==> config.mk <==
export PLATFORM = sky130hd
export DESIGN_NAME = ifu_pf_flat
export DESIGN_NICKNAME = d
export VERILOG_FILES = /design/src/rtl/ifu_pkg.sv /design/src/rtl/ifu_pf_if.sv /design/src/rtl/ifu_sync_fifo.sv /design/src/rtl/ifu_pf.sv /design/src/flat_wrapper.sv
export SDC_FILE = /design/constraint.sdc
export NUM_CORES = 1
export LEC_CHECK = 0
export CAP_MARGIN = 20
export CELL_PAD_IN_SITES_DETAIL_PLACEMENT = 0
export CELL_PAD_IN_SITES_GLOBAL_PLACEMENT = 1
export CORE_ASPECT_RATIO = 1.25
export CORE_MARGIN = 4
export CORE_UTILIZATION = 35
export DETAILED_ROUTE_END_ITERATION = 10
export PLACE_DENSITY = 0.69
export RECOVER_POWER = 50
export SKIP_CTS_REPAIR_TIMING = 1
export SLEW_MARGIN = 20
export SYNTH_ARGS = -nofsm -noshare
export SYNTH_HDL_FRONTEND = slang
export SYNTH_SLANG_ARGS = --single-unit
==> constraint.sdc <==
create_clock -name clk -period 4.2 [get_ports clk]
set_input_delay 0.84 -clock clk [delete_from_list [all_inputs] [get_ports clk]]
set_output_delay 0.84 -clock clk [all_outputs]
set_load 0.01 [all_outputs]
==> src/rtl/ifu_pkg.sv <==
// ifu_pkg: shared widths, types and helpers for the prefetching instruction fetch unit
package ifu_pkg;
  localparam int RV_PC_SIZE = 32;
  localparam int RV_IR_SIZE = 32;
  typedef logic [RV_PC_SIZE-1:0] pc_t;
  typedef logic [RV_IR_SIZE-1:0] ir_t;
  typedef struct packed {
    ir_t ir;
    pc_t pc;
  } ifu_ibuf_ent_t;
  function automatic pc_t pc_next(input pc_t pc);
    return pc + RV_PC_SIZE'(4);
  endfunction
endpackage

==> src/rtl/ifu_pf_if.sv <==
// ifu_pf_if: fetch-bus and EXU-side bundles of the IFU
//  ifu_fch_if: req_vld/rdy, req_pc (fetch request); rsp_vld/rdy, rsp_ir (in-order response)
//  ifu_ex_if : req_vld/rdy, req_ir/pc, req_pred_taken/pred_pc (instruction to EXU);
//              rsp_vld/rdy, rsp_taken, rsp_target_pc (branch resolution); fl_req_vld (flush)
//  master = IFU side, slave = memory / EXU side
interface ifu_fch_if;
  import ifu_pkg::*;
  logic req_vld, req_rdy;
  pc_t  req_pc;
  logic rsp_vld, rsp_rdy;
  ir_t  rsp_ir;
  modport master(output req_vld, req_pc, rsp_rdy, input req_rdy, rsp_vld, rsp_ir);
  modport slave(input req_vld, req_pc, rsp_rdy, output req_rdy, rsp_vld, rsp_ir);
endinterface

interface ifu_ex_if;
  import ifu_pkg::*;
  logic req_vld, req_rdy;
  ir_t  req_ir;
  pc_t  req_pc;
  logic req_pred_taken;
  pc_t  req_pred_pc;
  logic rsp_vld, rsp_rdy, rsp_taken;
  pc_t  rsp_target_pc;
  logic fl_req_vld;
  modport master(output req_vld, req_ir, req_pc, req_pred_taken, req_pred_pc, rsp_rdy, fl_req_vld,
                 input req_rdy, rsp_vld, rsp_taken, rsp_target_pc);
  modport slave(input req_vld, req_ir, req_pc, req_pred_taken, req_pred_pc, rsp_rdy, fl_req_vld,
                output req_rdy, rsp_vld, rsp_taken, rsp_target_pc);
endinterface

==> src/rtl/ifu_sync_fifo.sv <==
// ifu_sync_fifo: synchronous FIFO with clear; push/pop allowed together at any occupancy
//  ports: clk, rst_n, push/din, pop/dout (head), clr (empties, wins over push/pop), cnt (occupancy)
module ifu_sync_fifo #(
  parameter int W     = 8,
  parameter int DEPTH = 4
) (
  input  logic                       clk,
  input  logic                       rst_n,
  input  logic                       push,
  input  logic [W-1:0]               din,
  input  logic                       pop,
  input  logic                       clr,
  output logic [W-1:0]               dout,
  output logic [$clog2(DEPTH+1)-1:0] cnt
);
  localparam int AW = DEPTH > 1 ? $clog2(DEPTH) : 1;
  localparam int CW = $clog2(DEPTH+1);
  logic [W-1:0]  mem [DEPTH];
  logic [AW-1:0] wp, rp;
  function automatic logic [AW-1:0] inc(input logic [AW-1:0] p);
    return p == AW'(DEPTH-1) ? '0 : p + 1'b1;
  endfunction
  always_ff @(posedge clk or negedge rst_n)
    if (!rst_n) begin
      wp  <= '0;
      rp  <= '0;
      cnt <= '0;
    end else if (clr) begin
      wp  <= '0;
      rp  <= '0;
      cnt <= '0;
    end else begin
      if (push) wp <= inc(wp);
      if (pop) rp <= inc(rp);
      cnt <= cnt + CW'(push) - CW'(pop);
    end
  always_ff @(posedge clk)
    if (push) mem[wp] <= din;
  assign dout = mem[rp];
endmodule

==> src/rtl/ifu_pf.sv <==
// ifu_pf: prefetching IFU with OST_DEPTH fetches in flight and an IBUF_DEPTH instruction queue
//  ports: clk, rst_n (async, active-low); fch (fetch bus master); ex (EXU request/resolution/flush)
module ifu_pf import ifu_pkg::*; #(
  parameter int  OST_DEPTH  = 2,
  parameter int  IBUF_DEPTH = 4,
  parameter pc_t RESET_PC   = '0
) (
  input logic       clk,
  input logic       rst_n,
  ifu_fch_if.master fch,
  ifu_ex_if.master  ex
);
  localparam int OW = $clog2(OST_DEPTH+1);
  localparam int BW = $clog2(IBUF_DEPTH+1);
  localparam int SW = BW + 1;
  logic          rdy, taken, req_hsk, rsp_hsk, keep, ex_pop;
  logic [OW-1:0] ost_cnt, drop_cnt, pcf_cnt;
  logic [BW-1:0] ibuf_cnt;
  pc_t           pc, pcf_head;
  ifu_ibuf_ent_t ibuf_head;
  // ready flag keeps every output low while reset is asserted
  always_ff @(posedge clk or negedge rst_n)
    if (!rst_n) rdy <= 1'b0;
    else rdy <= 1'b1;
  assign taken    = ex.rsp_vld & rdy & ex.rsp_taken;
  assign rsp_hsk  = fch.rsp_vld & rdy;
  // credit: in-flight (stale included) plus buffered never exceeds IBUF_DEPTH
  assign fch.req_vld = rdy & ~taken & (ost_cnt < OW'(OST_DEPTH))
                     & (SW'(ibuf_cnt) + SW'(ost_cnt) < SW'(IBUF_DEPTH));
  assign fch.req_pc  = pc;
  assign fch.rsp_rdy = rdy;
  assign req_hsk = fch.req_vld & fch.req_rdy;
  assign keep    = rsp_hsk & ~taken & (drop_cnt == '0);
  assign ex.req_vld        = (ibuf_cnt != '0) & ~taken;
  assign ex.req_ir         = ibuf_head.ir;
  assign ex.req_pc         = ibuf_head.pc;
  assign ex.req_pred_taken = 1'b0;
  assign ex.req_pred_pc    = '0;
  assign ex.rsp_rdy        = rdy;
  assign ex.fl_req_vld     = taken;
  assign ex_pop = ex.req_vld & ex.req_rdy;
  always_ff @(posedge clk or negedge rst_n)
    if (!rst_n) begin
      pc       <= RESET_PC;
      ost_cnt  <= '0;
      drop_cnt <= '0;
    end else begin
      pc       <= taken ? ex.rsp_target_pc : req_hsk ? pc_next(pc) : pc;
      ost_cnt  <= ost_cnt + OW'(req_hsk) - OW'(rsp_hsk);
      // on redirect every request still in flight after this cycle is stale
      drop_cnt <= taken ? ost_cnt - OW'(rsp_hsk) : drop_cnt - OW'(rsp_hsk && drop_cnt != '0);
    end
  ifu_sync_fifo #(.W(RV_PC_SIZE), .DEPTH(OST_DEPTH)) u_pcf (
    .clk(clk), .rst_n(rst_n), .push(req_hsk), .din(pc), .pop(keep), .clr(taken),
    .dout(pcf_head), .cnt(pcf_cnt)
  );
  ifu_sync_fifo #(.W($bits(ifu_ibuf_ent_t)), .DEPTH(IBUF_DEPTH)) u_ibuf (
    .clk(clk), .rst_n(rst_n), .push(keep), .din({fch.rsp_ir, pcf_head}), .pop(ex_pop),
    .clr(taken), .dout(ibuf_head), .cnt(ibuf_cnt)
  );
  // a kept response always has its PC waiting in the PC FIFO
  assert property (@(posedge clk) disable iff (!rst_n) !(keep && pcf_cnt == '0));
endmodule
==> src/flat_wrapper.sv <==
// flat-port wrapper written by rule: the top's interface ports become plain ports
module ifu_pf_flat import ifu_pkg::*;
#(
  parameter int  OST_DEPTH  = 2,
  parameter int  IBUF_DEPTH = 4,
  parameter pc_t RESET_PC   = '0
)
  (clk, rst_n, fch_req_vld, fch_req_pc, fch_rsp_rdy, fch_req_rdy, fch_rsp_vld, fch_rsp_ir, ex_req_vld, ex_req_ir, ex_req_pc, ex_req_pred_taken, ex_req_pred_pc, ex_rsp_rdy, ex_fl_req_vld, ex_req_rdy, ex_rsp_vld, ex_rsp_taken, ex_rsp_target_pc);
  ifu_fch_if fch_i ();
  ifu_ex_if ex_i ();
  input logic clk;
  input logic rst_n;
  output wire logic [$bits(fch_i.req_vld)-1:0] fch_req_vld;
  output wire logic [$bits(fch_i.req_pc)-1:0] fch_req_pc;
  output wire logic [$bits(fch_i.rsp_rdy)-1:0] fch_rsp_rdy;
  input wire logic [$bits(fch_i.req_rdy)-1:0] fch_req_rdy;
  input wire logic [$bits(fch_i.rsp_vld)-1:0] fch_rsp_vld;
  input wire logic [$bits(fch_i.rsp_ir)-1:0] fch_rsp_ir;
  output wire logic [$bits(ex_i.req_vld)-1:0] ex_req_vld;
  output wire logic [$bits(ex_i.req_ir)-1:0] ex_req_ir;
  output wire logic [$bits(ex_i.req_pc)-1:0] ex_req_pc;
  output wire logic [$bits(ex_i.req_pred_taken)-1:0] ex_req_pred_taken;
  output wire logic [$bits(ex_i.req_pred_pc)-1:0] ex_req_pred_pc;
  output wire logic [$bits(ex_i.rsp_rdy)-1:0] ex_rsp_rdy;
  output wire logic [$bits(ex_i.fl_req_vld)-1:0] ex_fl_req_vld;
  input wire logic [$bits(ex_i.req_rdy)-1:0] ex_req_rdy;
  input wire logic [$bits(ex_i.rsp_vld)-1:0] ex_rsp_vld;
  input wire logic [$bits(ex_i.rsp_taken)-1:0] ex_rsp_taken;
  input wire logic [$bits(ex_i.rsp_target_pc)-1:0] ex_rsp_target_pc;
  assign fch_req_vld = fch_i.req_vld;
  assign fch_req_pc = fch_i.req_pc;
  assign fch_rsp_rdy = fch_i.rsp_rdy;
  assign fch_i.req_rdy = fch_req_rdy;
  assign fch_i.rsp_vld = fch_rsp_vld;
  assign fch_i.rsp_ir = fch_rsp_ir;
  assign ex_req_vld = ex_i.req_vld;
  assign ex_req_ir = ex_i.req_ir;
  assign ex_req_pc = ex_i.req_pc;
  assign ex_req_pred_taken = ex_i.req_pred_taken;
  assign ex_req_pred_pc = ex_i.req_pred_pc;
  assign ex_rsp_rdy = ex_i.rsp_rdy;
  assign ex_fl_req_vld = ex_i.fl_req_vld;
  assign ex_i.req_rdy = ex_req_rdy;
  assign ex_i.rsp_vld = ex_rsp_vld;
  assign ex_i.rsp_taken = ex_rsp_taken;
  assign ex_i.rsp_target_pc = ex_rsp_target_pc;
  ifu_pf #(.OST_DEPTH(OST_DEPTH), .IBUF_DEPTH(IBUF_DEPTH), .RESET_PC(RESET_PC)) u_core (.clk(clk), .rst_n(rst_n), .fch(fch_i), .ex(ex_i));
endmodule
# Word level (Yosys, flattened, before mapping)
# Memories as Yosys holds them, arrays and structs flattened.
# Index checks and enable logic that the tools add are counted.
# classes
addsub,12
n_lt_le_gt_ge,2
eq_ne,2
mux,20
bitwise,12
reduce_logical,7
# ops
cell,n
2-to-1 mux 32 bit,2
"adder 32 x 3 -> 32 bit, second input constant",1
2-to-1 mux 2 bit,7
AND 1 bit,11
2-to-1 mux 1 bit,10
nonzero test 2 bit,4
subtractor 2 x 1 -> 2 bit,3
"adder 2 x 1 -> 2 bit, second input constant",2
adder 3 x 2 -> 4 bit,1
"equality test 2 bit, second input constant",2
"< comparator 4 x 3 -> 1 bit, second input constant",1
adder 3 x 1 -> 3 bit,1
2-to-1 mux 3 bit,1
nonzero test 3 bit,1
subtractor 3 x 1 -> 3 bit,1
"adder 1 bit, second input constant",2
adder 2 x 1 -> 2 bit,1
logical NOT 2 bit,1
"< comparator 2 bit, second input constant",1
logical AND 1 bit,1
NOT 1 bit,1
# word_totals
regBits,46
mem_bits_rw,320
in_bits,71
out_inout_bits,134
n_memories,2
# memory_table
memory,words,width,rd,rd_clocked_by_memory_dff,wr,line_no,rtl
u_core.u_ibuf.mem,4,64,1,0,1,ifu_sync_fifo.sv:18,logic [W-1:0] mem [DEPTH];
u_core.u_pcf.mem,2,32,1,0,1,ifu_sync_fifo.sv:18,

# Longest topological paths before layout
# depth
word_depth,9
depth_mapped,13
mapped_depth_nobuf,13

# By module
# From an unflattened synthesis, not the netlist that was laid out.
# hier_totals
hier_cells,763
area_unflattened_um2,14725.4
# modules_own_cells
module,n_inst,cells_each,area_per_inst_um2
ifu_sync_fifo (u_core.u_ibuf),1,372,9706.8
ifu_sync_fifo (u_core.u_pcf),1,117,2665.1
ifu_pf,1,274,2353.5

# Worst setup path after synthesis
# Ideal clock, no wire load.
# synth_timing
path_kind,input-to-reg
from,input port fch_rsp_vld
to,memory u_core.u_ibuf.mem[0][0] in the netlist's numbering (enable)
setup_ns,0.429
arrival_time_ns,2.881
setup_slack_ns,0.890
cell_stages,3
cell_sequence,nand2_1 -> nor3_2 -> and3_1
# synth_between
elab_chain_cells,5
# synth_lines
element,line_no,rtl
from (decl),flat_wrapper.sv:17,input wire logic [$bits(fch_i.rsp_vld)-1:0] fch_rsp_vld;
AND 1 bit,ifu_pf.sv:26,assign rsp_hsk = fch.rsp_vld & rdy;
AND 1 bit (2 in a row),ifu_pf.sv:33,assign keep = rsp_hsk & ~taken & (drop_cnt == '0);
2-to-1 mux 1 bit,ifu_sync_fifo.sv:38,if (push) mem[wp] <= din;
2-to-1 mux 1 bit (implied by the code),ifu_sync_fifo.sv:38,
to (decl),ifu_sync_fifo.sv:18,
# No other way between the ends.

# Worst setup path after layout
# layout_timing
from,register u_core.u_ibuf.rp[0]
to,output port ex_req_pc[0]
# layout_between
elab_chain_cells,1
# layout_lines
element,line_no,rtl
from (decl),ifu_sync_fifo.sv:19,"logic [AW-1:0] wp, rp;"
from (signal assigned),ifu_sync_fifo.sv:34,if (pop) rp <= inc(rp);
memory read (4 x 64 bit),--,
to (decl),flat_wrapper.sv:21,output wire logic [$bits(ex_i.req_pc)-1:0] ex_req_pc;
# No other way between the ends.

==> metrics.txt <==
outcome complete, but fails checks; failing checks max-capacitance violations, max-slew violations; Worst Reg2Reg Path Length in Cells 11; wire per inst 20.3 um; Synthesis Warnings 0; startpoint types register; CTS tree yes; crit path cell chain buf_4, mux4_2, clkdlybuf4s50_1; worst hold path cell count 0; Slew HR -0.630; Slew @ Worst Pin 2.45 ns; RSZ-0062 raised after global routing no; routed vias/inst 4.71; mapped cell area 14500 sq um; DRC violations left 0; Syn Area/Cell 19.0 sq um; GP Congestion 0.720; Site Rows 83; count of pins over their slew limit 97; fmax 281 MHz; pwr dens 585 nW/um^2; fin crit share 0.846; area grow syn2layout 24.2%; io pins 205; Die Width 190 um; max-cap viol count 2; initial antenna violation count 0; critical path type reg2out; final core utilization 0.439; Num Clock Sinks 366; Place WS 0.979 ns; Crit path arrival time 2.71 ns; die height 235 um; final hold violation count 0; post-DP HPWL 19.4 mm; 1st-iter DRT viols 345; Antenna Cells 0; total design power 10.5 mW; largest net degree at the start of global routing 65; share of the yosys chip area belonging to registers 0.743; Required @ worst endpoint 3.36 ns; die area 44700 sq um; Unique masters post-synth 36; H-Tree Depth 2; number of synthesized register bits 366; Post-Layout Inst Area 18000 sq um; drt pass-1 iters 6; worst skew pair latency 0.53 ns; delay-heaviest family, CP buffers and inverters; setup TNS 0 ns; vias in the first global route 7773; Crit Path Max Fanout 21; Nets 1041; Buf/Inv on CP 2; DP Area 16800 sq um; # port buffers 171; Placeable Area 41000 sq um; Initial Util 0.353; worst setup margin 0.647 ns; Crit path depth 3; CP endpoint kind output pin; CTS Buf Count 37; antenna-violating nets left 0; Via Count 7224; CTS clk-pin slew, worst paths 0.06 ns; Hold Path Class reg2reg; clk_skew 0.0173 ns; routed wire length 31.1 mm; layout cells sized above 1 0.156; Pleak 5.95 nW; clock period minus worst slack 3.55 ns; Post-Syn Instances 762; Finish-stage setup viols 0; VDD IR-drop max 253 uV; first-pass GRT wire length 47.7 mm; crit-path max cell delay 0.70 ns; final global-route overflow total 0; Crit-path slowest cell dfrtp_4; Tot GR Track Use 0.138; clock root buffer clkbuf_16; clock buffer depth 3
[synth_stat cells, drive strengths merged]
master,instances,share of area
edfxtp,320,0.66
o21ai,24,0.0083
clkbuf,19,0.0049
dfrtp,46,0.080
nand2,45,0.012
nor2,24,0.0062
nor4b,1,0.0016
buf,45,0.022
ha,13,0.011
a21oi,8,0.0028
nor4,9,0.0079
mux2i,4,0.0028
mux2,32,0.025
nand3,13,0.0045
xnor2,34,0.021
nor3,14,0.0059
nand4,6,0.0051
o31ai,1,0.00052
conb,2,0.00052
fa,1,0.0014
mux4,64,0.10
and4,4,0.0024
inv,16,0.0041
and3,11,0.0048
and2,2,0.00086
xor2,3,0.0018
nor3b,1,0.00086
[worst paths after layout]
path                                      start                     end  slack [ns]
setup / recovery            u_core.u_ibuf.rp[0]            ex_req_pc[0]        0.65
hold / removal             u_core.fch.req_pc[1]  u_core.u_pcf.mem[0][1]        0.54
setup reg to reg              u_core.ex.rsp_rdy    u_core.u_ibuf.cnt[2]        1.09
hold reg to reg            u_core.fch.req_pc[1]  u_core.u_pcf.mem[0][1]        0.54
max in group asynchronous                 rst_n     u_core.u_ibuf.rp[1]        1.61
min in group asynchronous                 rst_n   u_core.fch.req_pc[16]        0.97
[state kept, by name (all words and copies together) (netlist names), 2 cells and up]
name and count:
u_core.u_ibuf.mem 256, u_core.fch.req_pc 32, u_core.u_ibuf.cnt 3, u_core.ost_cnt 2, u_core.drop_cnt 2, u_core.u_ibuf.rp 2
u_core.u_ibuf.wp 2, u_core.u_pcf.mem 64
[cell usage in the layout, fill, tap and decap left out, types with 22 or more instances in the layout]
cell,instances
xnor2_1,34
dfrtp_1,44
dlygate4sd3_1,33
nand2_1,45
nor2_1,22
clkdlybuf4s50_1,137
mux4_2,64
mux2_1,32
clkbuf_16,39
conb_1,34
edfxtp_1,320
[worst reg2reg max path, delay by kind of cell, from the launching register on]
kind	cells	cell delay, ns
flops	1	0.44
fa+ha+maj	3	0.82
xor+xnor	2	0.31
simple gates	3	0.32
buf+inv	3	1.01
[cell type report]
class | instances | area (sq um)
clock buffers | 44 | 1000
well taps | 552 | 691
clock inverters | 20 | 165
repair buffers | 187 | 1870
multi-input cells | 348 | 3430
inverters | 16 | 60.1
flip-flops and latches | 366 | 10800
fillers | 3586 | 23000
[cells by family after synthesis]
family	share of synthesized area
simple gates	0.0518
other cells	0.000519
flops	0.743
mux	0.127
compound gates	0.0116
fa+ha+maj	0.0126
xor+xnor	0.0224
buf+inv	0.0308
[routing by layer]
| metal | global-route usage | vias up | share of wire |
|---|---|---|---|
| li1 | - | 3281 | - |
| met1 | 0.179 | 3714 | 0.42 |
| met2 | 0.239 | 182 | 0.51 |
| met3 | 0.0254 | 47 | 0.047 |
| met4 | 0.0397 | 0 | 0.023 |
| met5 | 0 | - | 0 |
[through the flow]
stage	hold WS [ns]	std cells
2_1_floorplan	0.501	794
3_3_place_gp	0.509	1469
3_5_place_dp	0.531	1469
4_1_cts	0.456	1533
5_1_grt	0.546	1533
6_report	0.539	1533
[power by group]
| group | switching, mW | internal [mW] | leakage [nW] |
|---|---|---|---|
| sequential | 0.410 | 4.38 | 3.45 |
| combinational | 1.12 | 1.44 | 1.94 |
| clock | 1.34 | 1.84 | 0.570 |
| total | 2.87 | 7.66 | 5.95 |
No activity file was read; power rests on OpenSTA's default activity.
